==> src/rtl/proc_pkg.sv <==
// Shared definitions for the processor special-register slice: PSR bit layout,
// PC sequencing encodings and a PSR masking helper.
package proc_pkg;

    // PSR bit positions
    localparam int C_IND = 0;
    localparam int L_IND = 2;
    localparam int F_IND = 5;
    localparam int Z_IND = 6;
    localparam int N_IND = 7;
    localparam int E_IND = 9;

    // Only the bits listed above exist; everything else reads as zero
    localparam logic [15:0] PSR_MASK = 16'h02E5;

    // PC sequencing modes selected by pc_sel
    typedef enum logic [1:0] {
        PC_HOLD = 2'd0,
        PC_INC  = 2'd1,
        PC_REL  = 2'd2,
        PC_ABS  = 2'd3
    } pc_sel_e;

    // Strip undefined PSR bits so they can never become set
    function automatic logic [15:0] psr_mask_f(input logic [15:0] value);
        return value & PSR_MASK;
    endfunction

endpackage

==> src/rtl/proc_special_regs_if.sv <==
// Control/status bundle between the control FSM (master) and the
// special-register file (slave).
interface proc_special_regs_if #(
    parameter int PC_WIDTH     = 21,
    parameter int INSTR_WIDTH  = 16,
    parameter int SHADOW_DEPTH = 4
);
    localparam int DW = $clog2(SHADOW_DEPTH + 1);

    logic                   pc_en;
    logic [1:0]             pc_sel;
    logic [PC_WIDTH-1:0]    pc_operand;
    logic                   instr_en;
    logic [INSTR_WIDTH-1:0] instr_in;
    logic                   cmp_f_en;
    logic                   of_f_en;
    logic                   z_f_en;
    logic                   C_in;
    logic                   L_in;
    logic                   F_in;
    logic                   Z_in;
    logic                   N_in;
    logic                   psr_wr_en;
    logic [15:0]            psr_wd;
    logic                   irq_take;
    logic                   irq_ret;
    logic                   irq_ack;
    logic                   stack_err;
    logic [DW-1:0]          int_depth;
    logic [15:0]            psr;
    logic [INSTR_WIDTH-1:0] instr;
    logic [PC_WIDTH-1:0]    pc;

    modport master (
        output pc_en, pc_sel, pc_operand, instr_en, instr_in,
               cmp_f_en, of_f_en, z_f_en, C_in, L_in, F_in, Z_in, N_in,
               psr_wr_en, psr_wd, irq_take, irq_ret,
        input  irq_ack, stack_err, int_depth, psr, instr, pc
    );

    modport slave (
        input  pc_en, pc_sel, pc_operand, instr_en, instr_in,
               cmp_f_en, of_f_en, z_f_en, C_in, L_in, F_in, Z_in, N_in,
               psr_wr_en, psr_wd, irq_take, irq_ret,
        output irq_ack, stack_err, int_depth, psr, instr, pc
    );

endinterface

==> src/rtl/shadow_stack.sv <==
// LIFO holding {PSR, PC} frames for nested interrupts. Overflow/underflow
// requests are ignored here; the caller decides what they mean.
module shadow_stack #(
    parameter int WIDTH = 37,
    parameter int DEPTH = 4,
    localparam int DW = $clog2(DEPTH + 1),
    localparam int IW = (DEPTH > 1) ? $clog2(DEPTH) : 1
) (
    input  logic             clk,
    input  logic             rst,
    input  logic             push,
    input  logic             pop,
    input  logic [WIDTH-1:0] din,
    output logic [WIDTH-1:0] dout,
    output logic [DW-1:0]    depth,
    output logic             full,
    output logic             empty
);

    logic [WIDTH-1:0] mem_q [DEPTH];
    logic [DW-1:0]    depth_q;
    logic [DW-1:0]    top_s;

    assign full  = (depth_q == DW'(DEPTH));
    assign empty = (depth_q == {DW{1'b0}});
    assign depth = depth_q;
    assign top_s = depth_q - {{(DW-1){1'b0}}, 1'b1};

    // Frame storage and depth counter; push takes precedence over pop
    always_ff @(posedge clk or posedge rst) begin
        if (rst) begin
            depth_q <= {DW{1'b0}};
            for (int i = 0; i < DEPTH; i++) begin
                mem_q[i] <= {WIDTH{1'b0}};
            end
        end else if (push && !full) begin
            mem_q[depth_q[IW-1:0]] <= din;
            depth_q                <= depth_q + {{(DW-1){1'b0}}, 1'b1};
        end else if (pop && !empty) begin
            depth_q <= top_s;
        end else begin
            depth_q <= depth_q;
        end
    end

    // Top-of-stack view; gated so stale frames are never visible when empty
    always_comb begin
        if (empty) begin
            dout = {WIDTH{1'b0}};
        end else begin
            dout = mem_q[top_s[IW-1:0]];
        end
    end

endmodule

==> src/rtl/proc_special_regs.sv <==
// Processor special registers (PSR, PC, INSTR) with a shadow stack that
// saves {PSR, PC} on interrupt entry and restores it on return.
module proc_special_regs
    import proc_pkg::*;
#(
    parameter int          PC_WIDTH     = 21,
    parameter int          INSTR_WIDTH  = 16,
    parameter int unsigned RESET_PC     = 32'd0,
    parameter int unsigned INT_VECTOR   = 32'h100,
    parameter int          SHADOW_DEPTH = 4
) (
    input  logic                clk,
    input  logic                reset,
    proc_special_regs_if.slave  bus
);

    localparam int DW = $clog2(SHADOW_DEPTH + 1);
    localparam int FW = 16 + PC_WIDTH;

    logic [PC_WIDTH-1:0]    pc_q,    pc_d;
    logic [15:0]            psr_q,   psr_d;
    logic [INSTR_WIDTH-1:0] instr_q, instr_d;
    logic                   ack_q,   ack_d;
    logic                   err_q,   err_d;

    logic          push_s, pop_s, full_s, empty_s;
    logic          take_ok_s, take_fail_s, ret_ok_s, ret_fail_s, irq_any_s;
    logic [FW-1:0] frame_in_s, frame_out_s;
    logic [DW-1:0] depth_s;

    shadow_stack #(
        .WIDTH (FW),
        .DEPTH (SHADOW_DEPTH)
    ) u_stack (
        .clk   (clk),
        .rst   (reset),
        .push  (push_s),
        .pop   (pop_s),
        .din   (frame_in_s),
        .dout  (frame_out_s),
        .depth (depth_s),
        .full  (full_s),
        .empty (empty_s)
    );

    // Interrupt arbitration: take beats return; failed requests still block other updates
    always_comb begin
        take_ok_s   = bus.irq_take && !full_s;
        take_fail_s = bus.irq_take && full_s;
        ret_ok_s    = !bus.irq_take && bus.irq_ret && !empty_s;
        ret_fail_s  = !bus.irq_take && bus.irq_ret && empty_s;
        irq_any_s   = bus.irq_take || bus.irq_ret;
        push_s      = take_ok_s;
        pop_s       = ret_ok_s;
        frame_in_s  = {psr_q, pc_q};
    end

    // PC next state: vector / restore / sequencing mode
    always_comb begin
        pc_d = pc_q;
        if (take_ok_s) begin
            pc_d = PC_WIDTH'(INT_VECTOR);
        end else if (ret_ok_s) begin
            pc_d = frame_out_s[PC_WIDTH-1:0];
        end else if (irq_any_s) begin
            pc_d = pc_q;
        end else if (bus.pc_en) begin
            case (bus.pc_sel)
                PC_HOLD: pc_d = pc_q;
                PC_INC:  pc_d = pc_q + {{(PC_WIDTH-1){1'b0}}, 1'b1};
                PC_REL:  pc_d = pc_q + bus.pc_operand;
                PC_ABS:  pc_d = bus.pc_operand;
                default: pc_d = pc_q;
            endcase
        end else begin
            pc_d = pc_q;
        end
    end

    // PSR next state: interrupt save/restore, software write, then flag groups
    always_comb begin
        psr_d = psr_q;
        if (take_ok_s) begin
            psr_d[E_IND] = 1'b0;
        end else if (ret_ok_s) begin
            psr_d = psr_mask_f(frame_out_s[FW-1:PC_WIDTH]);
        end else if (irq_any_s) begin
            psr_d = psr_q;
        end else if (bus.psr_wr_en) begin
            psr_d = psr_mask_f(bus.psr_wd);
        end else begin
            if (bus.cmp_f_en) begin
                psr_d[L_IND] = bus.L_in;
                psr_d[N_IND] = bus.N_in;
            end
            if (bus.of_f_en) begin
                psr_d[F_IND] = bus.F_in;
                psr_d[C_IND] = bus.C_in;
            end
            if (bus.z_f_en) begin
                psr_d[Z_IND] = bus.Z_in;
            end
        end
    end

    // Instruction register and status outputs next state
    always_comb begin
        instr_d = bus.instr_en ? bus.instr_in : instr_q;
        ack_d   = take_ok_s;
        err_d   = err_q || take_fail_s || ret_fail_s;
    end

    // State registers
    always_ff @(posedge clk or posedge reset) begin
        if (reset) begin
            pc_q    <= PC_WIDTH'(RESET_PC);
            psr_q   <= 16'h0000;
            instr_q <= {INSTR_WIDTH{1'b0}};
            ack_q   <= 1'b0;
            err_q   <= 1'b0;
        end else begin
            pc_q    <= pc_d;
            psr_q   <= psr_d;
            instr_q <= instr_d;
            ack_q   <= ack_d;
            err_q   <= err_d;
        end
    end

    assign bus.pc        = pc_q;
    assign bus.psr       = psr_q;
    assign bus.instr     = instr_q;
    assign bus.irq_ack   = ack_q;
    assign bus.stack_err = err_q;
    assign bus.int_depth = depth_s;

endmodule
==> src/flat_wrapper.sv <==
// flat-port wrapper written by rule: the top's interface ports become plain ports
module proc_special_regs_flat import proc_pkg::*;
#(
    parameter int          PC_WIDTH     = 21,
    parameter int          INSTR_WIDTH  = 16,
    parameter int unsigned RESET_PC     = 32'd0,
    parameter int unsigned INT_VECTOR   = 32'h100,
    parameter int          SHADOW_DEPTH = 4
)
  (clk, reset, bus_pc_en, bus_pc_sel, bus_pc_operand, bus_instr_en, bus_instr_in, bus_cmp_f_en, bus_of_f_en, bus_z_f_en, bus_C_in, bus_L_in, bus_F_in, bus_Z_in, bus_N_in, bus_psr_wr_en, bus_psr_wd, bus_irq_take, bus_irq_ret, bus_irq_ack, bus_stack_err, bus_int_depth, bus_psr, bus_instr, bus_pc);
  proc_special_regs_if #(.PC_WIDTH(PC_WIDTH), .INSTR_WIDTH(INSTR_WIDTH), .SHADOW_DEPTH(SHADOW_DEPTH)) bus_i ();
  input  logic clk;
  input  logic reset;
  input wire logic [$bits(bus_i.pc_en)-1:0] bus_pc_en;
  input wire logic [$bits(bus_i.pc_sel)-1:0] bus_pc_sel;
  input wire logic [$bits(bus_i.pc_operand)-1:0] bus_pc_operand;
  input wire logic [$bits(bus_i.instr_en)-1:0] bus_instr_en;
  input wire logic [$bits(bus_i.instr_in)-1:0] bus_instr_in;
  input wire logic [$bits(bus_i.cmp_f_en)-1:0] bus_cmp_f_en;
  input wire logic [$bits(bus_i.of_f_en)-1:0] bus_of_f_en;
  input wire logic [$bits(bus_i.z_f_en)-1:0] bus_z_f_en;
  input wire logic [$bits(bus_i.C_in)-1:0] bus_C_in;
  input wire logic [$bits(bus_i.L_in)-1:0] bus_L_in;
  input wire logic [$bits(bus_i.F_in)-1:0] bus_F_in;
  input wire logic [$bits(bus_i.Z_in)-1:0] bus_Z_in;
  input wire logic [$bits(bus_i.N_in)-1:0] bus_N_in;
  input wire logic [$bits(bus_i.psr_wr_en)-1:0] bus_psr_wr_en;
  input wire logic [$bits(bus_i.psr_wd)-1:0] bus_psr_wd;
  input wire logic [$bits(bus_i.irq_take)-1:0] bus_irq_take;
  input wire logic [$bits(bus_i.irq_ret)-1:0] bus_irq_ret;
  output wire logic [$bits(bus_i.irq_ack)-1:0] bus_irq_ack;
  output wire logic [$bits(bus_i.stack_err)-1:0] bus_stack_err;
  output wire logic [$bits(bus_i.int_depth)-1:0] bus_int_depth;
  output wire logic [$bits(bus_i.psr)-1:0] bus_psr;
  output wire logic [$bits(bus_i.instr)-1:0] bus_instr;
  output wire logic [$bits(bus_i.pc)-1:0] bus_pc;
  assign bus_i.pc_en = bus_pc_en;
  assign bus_i.pc_sel = bus_pc_sel;
  assign bus_i.pc_operand = bus_pc_operand;
  assign bus_i.instr_en = bus_instr_en;
  assign bus_i.instr_in = bus_instr_in;
  assign bus_i.cmp_f_en = bus_cmp_f_en;
  assign bus_i.of_f_en = bus_of_f_en;
  assign bus_i.z_f_en = bus_z_f_en;
  assign bus_i.C_in = bus_C_in;
  assign bus_i.L_in = bus_L_in;
  assign bus_i.F_in = bus_F_in;
  assign bus_i.Z_in = bus_Z_in;
  assign bus_i.N_in = bus_N_in;
  assign bus_i.psr_wr_en = bus_psr_wr_en;
  assign bus_i.psr_wd = bus_psr_wd;
  assign bus_i.irq_take = bus_irq_take;
  assign bus_i.irq_ret = bus_irq_ret;
  assign bus_irq_ack = bus_i.irq_ack;
  assign bus_stack_err = bus_i.stack_err;
  assign bus_int_depth = bus_i.int_depth;
  assign bus_psr = bus_i.psr;
  assign bus_instr = bus_i.instr;
  assign bus_pc = bus_i.pc;
  proc_special_regs #(.PC_WIDTH(PC_WIDTH), .INSTR_WIDTH(INSTR_WIDTH), .RESET_PC(RESET_PC), .INT_VECTOR(INT_VECTOR), .SHADOW_DEPTH(SHADOW_DEPTH)) u_core (.clk(clk), .reset(reset), .bus(bus_i));
endmodule
==> config.mk <==
export PLATFORM = sky130hd
export DESIGN_NAME = proc_special_regs_flat
export DESIGN_NICKNAME = d
export VERILOG_FILES = /design/src/rtl/proc_pkg.sv /design/src/rtl/proc_special_regs_if.sv /design/src/rtl/shadow_stack.sv /design/src/rtl/proc_special_regs.sv /design/src/flat_wrapper.sv
export SDC_FILE = /design/constraint.sdc
export NUM_CORES = 1
export LEC_CHECK = 0
export ABC_AREA = 1
export CAP_MARGIN = 0
export CORE_ASPECT_RATIO = 1.25
export CORE_UTILIZATION = 59
export CTS_BUF_LIST = sky130_fd_sc_hd__clkbuf_16
export CTS_CLUSTER_DIAMETER = 80
export DETAILED_ROUTE_END_ITERATION = 10
export HOLD_SLACK_MARGIN = 0.03
export PLACE_DENSITY = 0.95
export SLEW_MARGIN = 15
export SYNTH_ARGS = -nofsm -noshare
export SYNTH_HDL_FRONTEND = slang
export SYNTH_SLANG_ARGS = --single-unit
==> constraint.sdc <==
create_clock -name clk -period 15.9 [get_ports clk]
set_input_delay 3.18 -clock clk [delete_from_list [all_inputs] [get_ports clk]]
set_output_delay 3.18 -clock clk [all_outputs]
set_load 0.05 [all_outputs]
==> summary.txt <==
Routing
  • Final WL: 25290 um
  • Iter 0 DRT Violations: 1103
  • Detailed-route DRC error count: 0
  • Wire length per cell: 17.88 um
  • Antenna viol nets, final: 0
  • Top routing layer in use: met4
  • WL met1: 9509 um
  • Met3 wire length: 2525 um
  • Number of vias per cell: 6.085
  • DR vias: 8604
  • Met2 Wirelength: 12060 um
  • DRT Pass-1 Iters: 6

Yosys
  • Ys flop type: dfrtp_1
  • Synth warn: 0
  • Synthesized area per cell: 7.589 um^2
  • Async S/R FF share, synth: 100.0%
  • Post-synth EDFFs: 0
  • Synth cell types: 42
  • Yosys reg bits: 156
  • Netlist Area Pre-Place: 8697 um^2
  • Post-Syn Instances: 1146
  • Seq/Total Area, Yosys: 44.89%

Critical path
  • Critical R2R Capture: u_core.bus.pc[2]$_DFFE_PP0P_
  • Worst Path Max Fanout: 21
  • Worst Setup EP: u_core.bus.pc[16]$_DFFE_PP0P_
  • CP startpoint: bus_pc_sel[0]
  • CP Capture Type: register
  • CP Launch Type: input pin
  • Crit path kind: input pin to register
  • CP arrival: 6.50 ns
  • Flop-to-flop setup slack: 11.01 ns
  • R2r worst-path depth: 13
  • Crit-path slowest cell: nand2_1
  • Most Frequent Cell on Critical Path: nand2_1
  • Crit-path cells: clkdlybuf4s50_1 > inv_1 > nand2_1 > inv_1 > nand2_1 > ha_1 > inv_1 > fa_1 > inv_1 > nand3_1 > nand2_1 > nand2_1 > nand2_1 > nand3_1 > nand2_1 > nand2_1 > nand3_1 > nand2_1 > nand2_1 > nand2_1
  • Critical register-to-register path startpoint: u_core.u_stack.depth[0]$_DFFE_PP0P_
  • Max incr delay on CP: 0.59 ns
  • Crit path required time: 16.22 ns

Finish
  • Diode count: 0
  • Area grow syn2layout: 18.75%
  • Final-stage net count: 1321
  • Layout cells sized above 1: 5.906%
  • Final Cell Area: 10330 um^2

Placed design
  • GPL Wtd Cong: 0.9121
  • I/O Buffers: 107
  • Placed cell areas: 9771 um^2
  • Post-Place Worst Slack: 9.477 ns
  • Detailed Place HPWL: 15580 um

STA
  • Slew at the pin with the worst max-slew slack: 1.126 ns
  • Setup TNS: 0 ns
  • Post-route setup slack: 9.714 ns
  • Max-slew violations: 0
  • Worst hold slack: 0.4635 ns
  • Max Clk Rate: 161.7 MHz
  • Max-slew headroom: 24.78%
  • Final setup fails: 0
  • RSZ-0062 raised after global routing: false
  • Final Hold Viols: 0
  • Final setup skew: 0.007443 ns
  • Final Cycle Share: 38.90%
  • Minimum clock period: 6.186 ns

Clock network
  • Worst skew pair latency: 0.42 ns
  • TritonCTS Buffers: 17
  • TritonCTS Sinks: 156
  • Clock-pin transition on the worst setup and hold timing paths: 0.06 ns
  • Root buffer cell: clkbuf_16
  • Postcts setup bufs: 0
  • CTS Buffer Depth: 2
  • H-Tree Depth: 4
  • CTS tree: yes
  • Hold_buf cts: 0
  • CTS resizes: 0

Power
  • Cell Pwr Density: 196.6 nW/um^2
  • Clock share of power: 19.2%
  • Sw Ratio: 46.88%
  • Internal power: 1078 uW
  • Reg power frac: 32.5%
  • Switching power: 951.7 uW
  • Leakage: 0.005078 uW
  • Peak supply drop: 0.2053 mV
  • Comb pwr share: 48.3%

Floorplanning
  • Cell Rows: 49
  • Chip height: 137.7 um
  • Core Region: 14410 um^2
  • I/O pins: 128
  • Die area: 15230 um^2
  • Initial Util: 60.36%
  • Die X: 110.6 um

Global route
  • Largest net degree at the start of global routing: 85
  • Initial antenna violation count: 0
  • Vias in the first global route: 8373
  • Gr ovfl total: 0
  • GRT Overall Usage: 33.95%
  • First-pass GRT wire length: 41030 um

Run status
  • Outcome: finished clean

Min path
  • HP Class: register to register

Flow run
  • Max-cap check violation count: 0
==> power groups by stage <==
stage / Clock, uW / Sequential, uW / Combinational, uW
after floorplan: 0 / 750 / 551
after global placement: 0 / 641 / 885
after detailed placement: 0 / 650 / 924
after CTS: 389 / 652 / 956
after global routing: 406 / 672 / 1050
final: 389 / 660 / 981
==> kinds of logic after synthesis <==
group / count (synthesis) / share of synthesized area, %
adders and majority gates: 27 / 3.971
other: 1 / 0.04312
AOI/OAI and AO/OA: 266 / 16.72
muxes: 17 / 2.187
and+or+nand+nor: 482 / 22.30
DFF: 156 / 44.89
buffers and inverters: 189 / 9.092
xor gates and xnor gates: 8 / 0.8057
==> registers in the layout (all words and copies together), names as in the netlist <==
| register | count |
|---|---|
| u_core.u_stack.mem_q | 108 |
| u_core.bus.pc | 21 |
| u_core.bus.instr | 16 |
| u_core.bus.psr | 6 |
| u_core.u_stack.depth | 3 |
| u_core.bus.irq_ack | 1 |
| u_core.bus.stack_err | 1 |
==> critical path: cells and delay by family <==
family        cells  cell delay, ns
simple gates     13            1.76
fa+ha+maj         2            0.61
buf+inv           5            0.94
==> cell usage after synthesis, types with 3 or more instances <==
master    count  share of area, %
a21oi_1      29               1.7
a21oi_2       8              0.81
a22oi_1       3              0.26
buf_2        14              0.81
buf_4        10              0.86
clkbuf_1     36               1.6
dfrtp_1     156                45
ha_1         26               3.7
inv_1       121               5.2
mux2_2       16               2.1
nand2_1     319                14
nand2_4       3              0.39
nand3_1      41               2.4
nand3b_1      6              0.52
nor2_1       99               4.3
nor3_1        4              0.23
o21ai_0     186                11
o21ai_1       3              0.17
o21bai_1      6              0.52
o221ai_1      7              0.70
o22ai_1      16               1.2
o32ai_1       3              0.30
or2_2         3              0.22
xnor2_1       5              0.50
xor2_1        3              0.30
==> worst min-delay path by stage <==
stage / slack [ns] / cells after the start / endpoint / startpoint
global route: 0.50 / 2 / u_core.bus.stack_err$_DFF_PP0_ / u_core.bus.stack_err$_DFF_PP0_
detailed placement: 0.45 / 2 / u_core.bus.stack_err$_DFF_PP0_ / u_core.bus.stack_err$_DFF_PP0_
floorplan: 0.45 / 2 / u_core.u_stack.mem_q[46]$_DFFE_PP0P_ / u_core.u_stack.mem_q[46]$_DFFE_PP0P_
finish: 0.46 / 2 / u_core.bus.stack_err$_DFF_PP0_ / u_core.bus.stack_err$_DFF_PP0_
global placement: 0.45 / 2 / u_core.bus.stack_err$_DFF_PP0_ / u_core.bus.stack_err$_DFF_PP0_
CTS: 0.46 / 2 / u_core.bus.stack_err$_DFF_PP0_ / u_core.bus.stack_err$_DFF_PP0_
==> placed cells by master (no fill, tap or decap), types with 10 or more instances in the layout <==
cell type / count
inv_1: 122
ha_1: 26
conb_1: 10
nand2_1: 319
o21ai_0: 186
clkbuf_16: 17
nand3_1: 41
dfrtp_1: 156
a21oi_1: 29
o22ai_1: 16
mux2_2: 16
clkdlybuf4s50_1: 107
nor2_1: 99
==> metrics by stage <==
| stage | power, uW | instances | util (%) |
|---|---|---|---|
| 2_1_floorplan | 1301 | 1155 | - |
| 3_3_place_gp | 1526 | 1383 | 67.82 |
| 3_5_place_dp | 1574 | 1383 | 67.82 |
| 4_1_cts | 1996 | 1414 | 71.68 |
| 5_1_grt | 2132 | 1414 | 71.68 |
| 6_report | 2030 | 1414 | 71.68 |
==> per-layer routing <==
| metal | GRT usage [%] | vias up |
|---|---|---|
| met3 | 7.919 | 144 |
| met2 | 56.87 | 645 |
| met1 | 40.57 | 3969 |
| met4 | 19.26 | 0 |
| met5 | 0 | - |
| li1 | - | 3846 |
==> area by class of cell <==
| class | instances | area [um^2] |
|---|---|---|
| multi-input cells | 810 | 4036 |
| flip-flops and latches | 156 | 3904 |
| fillers | 1003 | 4080 |
| repair buffers | 114 | 1124 |
| clock inverters | 14 | 131.4 |
| clock buffers | 17 | 425.4 |
| well taps | 178 | 222.7 |
| inverters | 125 | 484.2 |
No activity file was read; power rests on OpenSTA's default activity.
